==> config.mk <==
export PLATFORM = sky130hd
export DESIGN_NAME = alu_writeback
export DESIGN_NICKNAME = d
export VERILOG_FILES = /design/src/rtl/alu_writeback_pkg.sv /design/src/rtl/alu_writeback_reg_file.sv /design/src/rtl/alu_writeback.sv
export SDC_FILE = /design/constraint.sdc
export NUM_CORES = 1
export LEC_CHECK = 0
export CAP_MARGIN = 20
export CORE_UTILIZATION = 45
export CTS_BUF_LIST = sky130_fd_sc_hd__clkbuf_4 sky130_fd_sc_hd__clkbuf_8
export DETAILED_ROUTE_END_ITERATION = 6
export GPL_ROUTABILITY_DRIVEN = 0
export PLACE_DENSITY = 0.78
export SYNTH_ARGS = -nofsm -noshare
export SYNTH_HDL_FRONTEND = slang
export SYNTH_SLANG_ARGS = --single-unit
==> constraint.sdc <==
create_clock -name Clk -period 1.9 [get_ports Clk]
set_clock_uncertainty 0.2 [all_clocks]
set_input_delay 0.285 -clock Clk [delete_from_list [all_inputs] [get_ports Clk]]
set_output_delay 0.285 -clock Clk [all_outputs]
set_load 0.02 [all_outputs]
==> src/rtl/alu_writeback_pkg.sv <==
// ----------------------------------------------------------------------------
// alu_writeback_pkg
//   Shared definitions for the ALU writeback stage: datapath and register-index
//   widths, and the packed pipeline-entry record held between the ALU and the
//   register file / flag register commit.
//   Optional feature macro used by the stage: WB_BYPASS_EN (operand forwarding).
// ----------------------------------------------------------------------------
package alu_writeback_pkg;

    localparam int WB_W   = 8;
    localparam int REG_AW = 3;
    localparam int REG_N  = 1 << REG_AW;

    typedef struct packed {
        logic [WB_W-1:0]   result;
        logic              zero;
        logic              par;
        logic [REG_AW-1:0] dest;
        logic              reg_we;
        logic              flag_we;
    } wb_entry_t;

    function automatic wb_entry_t wb_entry_empty();
        wb_entry_t e;
        e = '0;
        return e;
    endfunction

endpackage

==> src/rtl/alu_writeback_reg_file.sv <==
// ----------------------------------------------------------------------------
// alu_writeback_reg_file
//   NREG x W architectural register file: one synchronous write port, two
//   asynchronous read ports. Asynchronous active-low reset clears every entry.
//   Reads during a write return the value held before the edge.
// Ports
//   clk       in   clock, writes on rising edge
//   rst_n     in   asynchronous active-low reset
//   we        in   write enable
//   waddr     in   write index
//   wdata     in   write data
//   raddr_a/b in   read indices
//   rdata_a/b out  read data (combinational)
// ----------------------------------------------------------------------------
module alu_writeback_reg_file #(
    parameter int W    = 8,
    parameter int NREG = 8,
    parameter int AW   = 3
) (
    input  logic          clk,
    input  logic          rst_n,
    input  logic          we,
    input  logic [AW-1:0] waddr,
    input  logic [W-1:0]  wdata,
    input  logic [AW-1:0] raddr_a,
    input  logic [AW-1:0] raddr_b,
    output logic [W-1:0]  rdata_a,
    output logic [W-1:0]  rdata_b
);

    logic [W-1:0] mem [NREG];

    always_ff @(posedge clk or negedge rst_n) begin
        if (!rst_n) begin
            for (int i = 0; i < NREG; i++) begin
                mem[i] <= '0;
            end
        end else if (we) begin
            mem[waddr] <= wdata;
        end
    end

    assign rdata_a = mem[raddr_a];
    assign rdata_b = mem[raddr_b];

endmodule

==> src/rtl/alu_writeback.sv <==
// ----------------------------------------------------------------------------
// alu_writeback
//   Writeback stage behind the combinational ALU. A single-entry pipeline
//   register captures the ALU result and ZER0/PAR0 flags, then commits them to
//   the register file and flag register. The one RF write port is shared with
//   the data-memory load path under a fairness bit that alternates on
//   contention. Two asynchronous read ports feed the ALU operand muxes.
//   Macro WB_BYPASS_EN: when defined, read ports forward the pending entry,
//   then a granted load, ahead of the RF. When undefined, reads see the
//   committed RF only.
// Ports
//   Clk, Reset_n               clock / asynchronous active-low reset
//   ex_valid/ex_ready          ALU result handshake
//   ex_result/zero/par         ALU result and flags
//   ex_dest/reg_we/flag_we     destination and write enables
//   ld_valid/ld_data/ld_dest   load write request
//   ld_ready                   load owns the RF write port this cycle
//   rd_addr_a/b, rd_data_a/b   operand read ports
//   zero_flag, par_flag        committed flags
// ----------------------------------------------------------------------------
module alu_writeback
    import alu_writeback_pkg::*;
#(
    parameter int W    = WB_W,
    parameter int NREG = REG_N,
    parameter int AW   = REG_AW
) (
    input  logic          Clk,
    input  logic          Reset_n,
    input  logic          ex_valid,
    output logic          ex_ready,
    input  logic [W-1:0]  ex_result,
    input  logic          ex_zero,
    input  logic          ex_par,
    input  logic [AW-1:0] ex_dest,
    input  logic          ex_reg_we,
    input  logic          ex_flag_we,
    input  logic          ld_valid,
    input  logic [W-1:0]  ld_data,
    input  logic [AW-1:0] ld_dest,
    output logic          ld_ready,
    input  logic [AW-1:0] rd_addr_a,
    input  logic [AW-1:0] rd_addr_b,
    output logic [W-1:0]  rd_data_a,
    output logic [W-1:0]  rd_data_b,
    output logic          zero_flag,
    output logic          par_flag
);

    // Every index must address a real register, and the entry record is
    // built from the package widths.
    if (NREG != (1 << AW)) begin : g_bad_nreg
        $error("alu_writeback: NREG must equal 2**AW");
    end
    if ((W != WB_W) || (AW != REG_AW)) begin : g_bad_width
        $error("alu_writeback: W/AW must match alu_writeback_pkg widths");
    end

    wb_entry_t     wb_q;
    logic          wb_valid;
    logic          last_ld;

    logic          wb_req;
    logic          contended;
    logic          wb_grant;
    logic          ld_grant;
    logic          wb_commit;
    logic          ex_xfer;

    logic          rf_we;
    logic [AW-1:0] rf_waddr;
    logic [W-1:0]  rf_wdata;
    logic [W-1:0]  rf_rdata_a;
    logic [W-1:0]  rf_rdata_b;

    // Write-port arbitration. last_ld remembers who won the previous
    // contended cycle so the loser goes first next time.
    always_comb begin
        wb_req    = wb_valid && wb_q.reg_we;
        contended = wb_req && ld_valid;
        wb_grant  = 1'b0;
        ld_grant  = 1'b0;
        if (contended) begin
            ld_grant = !last_ld;
            wb_grant = last_ld;
        end else begin
            wb_grant = wb_req;
            ld_grant = ld_valid;
        end
    end

    // An entry without an RF write retires without needing the port.
    assign wb_commit = wb_valid && (!wb_q.reg_we || wb_grant);
    assign ex_ready  = !wb_valid || wb_commit;
    assign ex_xfer   = ex_valid && ex_ready;
    assign ld_ready  = ld_grant;

    assign rf_we    = wb_grant || ld_grant;
    assign rf_waddr = wb_grant ? wb_q.dest   : ld_dest;
    assign rf_wdata = wb_grant ? wb_q.result : ld_data;

    always_ff @(posedge Clk or negedge Reset_n) begin
        if (!Reset_n) begin
            wb_q      <= wb_entry_empty();
            wb_valid  <= 1'b0;
            last_ld   <= 1'b0;
            zero_flag <= 1'b0;
            par_flag  <= 1'b0;
        end else begin
            if (contended) begin
                last_ld <= ld_grant;
            end
            if (wb_commit && wb_q.flag_we) begin
                zero_flag <= wb_q.zero;
                par_flag  <= wb_q.par;
            end
            // A retiring entry and a new transfer on the same edge keep the
            // stage full, giving one result per cycle.
            if (ex_xfer) begin
                wb_valid     <= 1'b1;
                wb_q.result  <= ex_result;
                wb_q.zero    <= ex_zero;
                wb_q.par     <= ex_par;
                wb_q.dest    <= ex_dest;
                wb_q.reg_we  <= ex_reg_we;
                wb_q.flag_we <= ex_flag_we;
            end else if (wb_commit) begin
                wb_valid <= 1'b0;
            end
        end
    end

    alu_writeback_reg_file #(
        .W    (W),
        .NREG (NREG),
        .AW   (AW)
    ) u_reg_file (
        .clk     (Clk),
        .rst_n   (Reset_n),
        .we      (rf_we),
        .waddr   (rf_waddr),
        .wdata   (rf_wdata),
        .raddr_a (rd_addr_a),
        .raddr_b (rd_addr_b),
        .rdata_a (rf_rdata_a),
        .rdata_b (rf_rdata_b)
    );

`ifdef WB_BYPASS_EN
    // Youngest value wins: the pending entry is newer than any load that is
    // writing this cycle, which is newer than the RF contents.
    always_comb begin
        rd_data_a = rf_rdata_a;
        if (wb_req && (wb_q.dest == rd_addr_a)) begin
            rd_data_a = wb_q.result;
        end else if (ld_grant && (ld_dest == rd_addr_a)) begin
            rd_data_a = ld_data;
        end
    end

    always_comb begin
        rd_data_b = rf_rdata_b;
        if (wb_req && (wb_q.dest == rd_addr_b)) begin
            rd_data_b = wb_q.result;
        end else if (ld_grant && (ld_dest == rd_addr_b)) begin
            rd_data_b = ld_data;
        end
    end
`else
    assign rd_data_a = rf_rdata_a;
    assign rd_data_b = rf_rdata_b;
`endif

endmodule

# Word-level counts from Yosys, hierarchy flattened
# Index checks and enable logic that the tools add are counted.
[totals] regBits=83 inputBits=36 out_inout_bits=20
[op_classes] order_cmp=4 mux=15 bitwise=3 n_reduce_logical=13
[ops] operator="bitwise mux 64 bit" count=1
[ops] operator="binary-select mux 8 bit (select 3 bit)" count=2
[ops] operator="2-to-1 mux 8 bit" count=6
[ops] operator="demux 8 bit (select 3 bit)" count=1
[ops] operator="greater-or-equal comparator 4 bit (second input constant)" count=3
[ops] operator="inverter 3 -> 4 bit" count=3
[ops] operator="logical AND 1 bit" count=6
[ops] operator="< comparator 4 x 1 -> 1 bit (second input constant)" count=1
[ops] operator="2-to-1 mux 1 bit" count=4
[ops] operator="logical NOT 1 bit" count=3
[ops] operator="logical OR 1 bit" count=3
[ops] operator="2-to-1 mux 3 bit" count=1
[ops] operator="nonzero test 2 bit" count=1

# Depth between registers and ports, before layout
[depth] word_depth=10 mapped_depth=6

# Modules after synthesis
# From an unflattened synthesis, not the netlist that was laid out.
[hier_totals] hier_cells=263 hier_area_um2=4478.0
[by_module_without_submodules] module="alu_writeback_reg_file" n_inst=1 cells_each=201 area_each_um2=3539.6 seq_area_each_um2=1601.5
[by_module_without_submodules] module="alu_writeback" n_inst=1 cells_each=62 area_each_um2=938.4 seq_area_each_um2=475.5

# Worst setup path before layout
# No wires, ideal clock.
[synth_path] path_type="input to output" start="input rd_addr_a[0]" end="output rd_data_a[0]" t_arrival_ps=1650 path_slack_ps=-235 stages=4 n_path_buf=2 path_cell_list="buf_2 > buf_2 > mux4_2 > mux2_2"
[synth_via] elab_chain_len=4
[synth_lines] item="from (decl)" line_no="alu_writeback.sv:42" source="input logic [AW-1:0] rd_addr_a,"
[synth_lines] item="inverter 3 -> 4 bit (not written as such)" line_no="alu_writeback_reg_file.sv:43" source="assign rdata_a = mem[raddr_a];"
[synth_lines] item="binary-select mux 8 bit (select 3 bit)" line_no="alu_writeback_reg_file.sv:43"
[synth_lines] item="2-to-1 mux 8 bit (not written as such) (2 in series)" line_no="alu_writeback_reg_file.sv:43"
[synth_lines] item="to (decl)" line_no="alu_writeback.sv:44" source="output logic [W-1:0] rd_data_a,"
# Every way passes these cells. The select of a mux whose other input is x is not followed.

# Final worst setup path
[layout_path] start="register u_reg_file.mem[47] (netlist bit)" end="output rd_data_b[7]"
[layout_via] elab_chain_len=3
[layout_lines] item="from (decl)" line_no="alu_writeback_reg_file.sv:31" source="logic [W-1:0] mem [NREG];"
[layout_lines] item="from (signal, indexed assignment)" line_no="alu_writeback_reg_file.sv:39" source="mem[waddr] <= wdata;"
[layout_lines] item="binary-select mux 8 bit (select 3 bit)" line_no="alu_writeback_reg_file.sv:44" source="assign rdata_b = mem[raddr_b];"
[layout_lines] item="2-to-1 mux 8 bit (not written as such) (2 in series)" line_no="alu_writeback_reg_file.sv:44"
[layout_lines] item="to (decl)" line_no="alu_writeback.sv:45" source="output logic [W-1:0] rd_data_b,"
# Every way passes these cells. The select of a mux whose other input is x is not followed.

==> flow_summary.yaml <==
cells_and_area:
  nNetsFinal: 418
  fill_cells: 658
  finalCoreUtilization_pct: 67.4
  multi_input_area_mm2: 0.00254
  antenna_cells: 0
  ff_latch_area_mm2: 0.00208
  syn_to_final_growth_pct: 44.4
  drive_gt1_share_pct: 64.6
yosys:
  synth_top_area_share_pct: 47.9
  synth_top_cell_by_area: "dfrtp_1"
  syn_area_mm2: 0.00434
  syn-num-nets: 309
  synth_cells: 273
  yosys_warnings: 0
  ys_seq_area_share_pct: 47.9
  ys_ff_latch: 83
  syn_avg_cell_area_um2: 15.9
  post_synth_main_area_contributors: "dfrtp_1 (48%), mux2_2 (26%), mux4_2 (17%), mux2_1 (1.3%), a21oi_2 (0.81%)"
  synth_cell_types: 31
run:
  maxCapViolations: 0
grt:
  grt.overflow.total: 0
  grt_max_degree: 39
  grt_pass1_wl_um: 17500
  gr-usage-all-layers_pct: 23.8
  antenna_found_initial: 0
  grt_pass1_vias: 3199
sta:
  rsz0062_at_grt: "true"
  setup_viol: 52
  period_needed_ns: 2.16
  finalHoldViolCount: 0
  fin_ws_ns: -0.264
  drv_slew: 0
  fmax_mhz: 462
  fin_crit_sh_pct: 114
  worstMarginPinSlew_ns: 0.340
  slew_headroom_pct: 77.3
drt:
  wl_met2_um: 5650
  routed_wl_um: 11100
  drtIter0Drc: 126
  dr.pass1.iters: 4
  top_layer: "met4"
  wl_met1_um: 4670
  drcViolationCount: 0
  vias_per_cell: 5.66
  drt.antenna.violating_nets: 0
  wl_per_cell_um: 21.5
  via_count: 2921
  wl_met3_um: 595
pwr:
  combPwrFrac_pct: 48.5
  internal_power_mw: 5.71
  p_sw_share_pct: 31.2
  power_frac_clock_pct: 13.8
  powerDensity_mw_per_mm2: 1330
  switchingPower_mw: 2.58
  p_leak_nw: 2.72
  ir_drop_mv: 0.599
  sequentialPowerShare_pct: 37.8
  p_total_mw: 8.30
worst_setup_path:
  crit_path_start: "u_reg_file.mem[47]"
  start_kind: "flop"
  cpPeakStageDelay_ns: 0.47
  critPathSlowestCell: "mux4_2"
  crit_type: "reg2out"
  crit_arrival_ns: 1.68
  required_ns: 1.41
  r2r_slack_ns: -0.12
  r2r_start: "last_ld"
  endpoint_kind: "primary output"
  reg2regPathDepth: 7
  worstPathCellList: "mux4_2 > mux2_4 > buf_6"
  rr_endpoint: "u_reg_file.mem[51]"
  worstPathMaxFanout: 3
hold_path:
  hp-class: "in2async"
status:
  violations: "setup timing"
  status: "finished, violations left"
clocking:
  cts_buffers: 9
  clkSlewWorstSetupHoldPaths_ns: 0.09
  h-tree-depth: 3
  cts.sinks: 83
  worstSkewPairLatency_ns: 0.36
  cts_tree: "yes"
  cts_root_buf: "clkbuf_8"
  clockBufferDepth: 2
place:
  post-place-ws_ns: -0.950
  io_buffers: 55
  hpwlAfterDp_um: 6650
die:
  num_rows: 35
  io_pins: 56
  die_w_um: 100
  die_area_mm2: 0.0100
  fp.dieH_um: 100
  core-area_mm2: 0.00928
  start_util_pct: 46.7
==> through the flow <==
stage          cell area, µm²  hold slack, ns  cells  setup TNS (ns)
2_1_floorplan            4440          -0.211    273          -0.867
3_3_place_gp             5510         0.00291    479          -47.78
3_5_place_dp             5510         0.00643    479          -49.93
4_1_cts                  6110           0.173    507           -5.64
5_1_grt                  6260           0.197    516           -9.61
6_report                 6260           0.163    516           -5.99
==> flip-flops by register name, summed over array words and instances, names as in the netlist <==
signal          cells
par_flag            1
last_ld             1
wb_valid            1
u_reg_file.mem     64
zero_flag           1
wb_q               15
==> what timing repair did <==
item / in CTS / in global routing
buffers inserted: 7 / 11
endpoints found under the setup margin: 97 / 81
hold buffers: 1 / 0
hold endpoints to repair: 58 / 0
gates cloned: 4 / 0
pin swaps: 5 / 7
resized for setup: 180 / 20
==> layout by cell type (no fill, tap or decap), drive strengths merged, types with 2 or more instances in the layout <==
master         instances
nand4b                 2
clkdlybuf4s50         31
nand3                  2
and2                   3
dfrtp                 83
clkbuf                11
clkinv                 3
bufbuf                 4
a32oi                  2
nor2                   2
a21oi                  6
mux4                  32
clkinvlp               2
dlygate4sd2            3
nor2b                  3
nand2                  5
buf                   73
o21ai                  3
nand2b                 2
a21o                   2
mux2                 105
==> power groups by stage <==
stage	Sequential [mW]	Clock [mW]	Combinational [mW]
after floorplan	2.94	0	2.16
after global placement	3.02	0	3.09
after detailed placement	3.10	0	3.17
after CTS	3.07	1.16	3.74
after global routing	3.21	1.24	4.25
final	3.13	1.14	4.02
==> worst max path at each step <==
stage                              end  slack, ns
floorplan           u_reg_file.mem[48]      -0.06
global placement          rd_data_b[7]      -0.93
detailed placement        rd_data_b[7]      -0.95
CTS                       rd_data_a[1]      -0.26
global route              rd_data_b[7]      -0.29
finish                    rd_data_b[7]      -0.26
==> logic make-up (layout without fill, tap and decap cells) <==
| kind of cell | count (synthesis) | after routing | synth area share [%] |
|---|---|---|---|
| multiplexers | 137 | 137 | 43.9 |
| AO/OA/AOI/OAI | 15 | 15 | 3.23 |
| AND/OR/NAND/NOR | 23 | 23 | 3.29 |
| buffers and inverters | 15 | 129 | 1.67 |
| flip-flops | 83 | 83 | 47.9 |
==> synthesized netlist by cell type (all sizes together) <==
cell type and count:
nor2 2, nand4 1, nand4b 2, nand2b 2
o211ai 1, a32oi 2, buf 10, nand2 5
clkbuf 4, and2b 1, dfrtp 83, mux4 32
nor2b 3, a21oi 6, or2 1, or4 1
inv 1, o211a 1, o21ai 3, a21o 2
and2 3, mux2 105, nand3 2
==> metal layers <==
metal | up-vias | GRT usage [%]
met4 | 0 | 7.13
met5 | - | 0
li1 | 1272 | -
met1 | 1545 | 31.4
met2 | 89 | 39.8
met3 | 15 | 5.15
==> critical path, delay by kind of cell, from the launching register on <==
family / cells / cell delay (ns)
buf+inv: 1 / 0.14
flops: 1 / 0.41
mux: 2 / 0.76
==> area by class of cell <==
type | count | area share, %
sequential | 83 | 33.2
inverter | 1 | 0.0600
clock inverter | 5 | 0.480
timing repair buffer | 112 | 20.8
multi-input combinational | 175 | 40.7
tap | 129 | 2.58
clock buffer | 11 | 2.22
(Power assumes the default switching activity.)
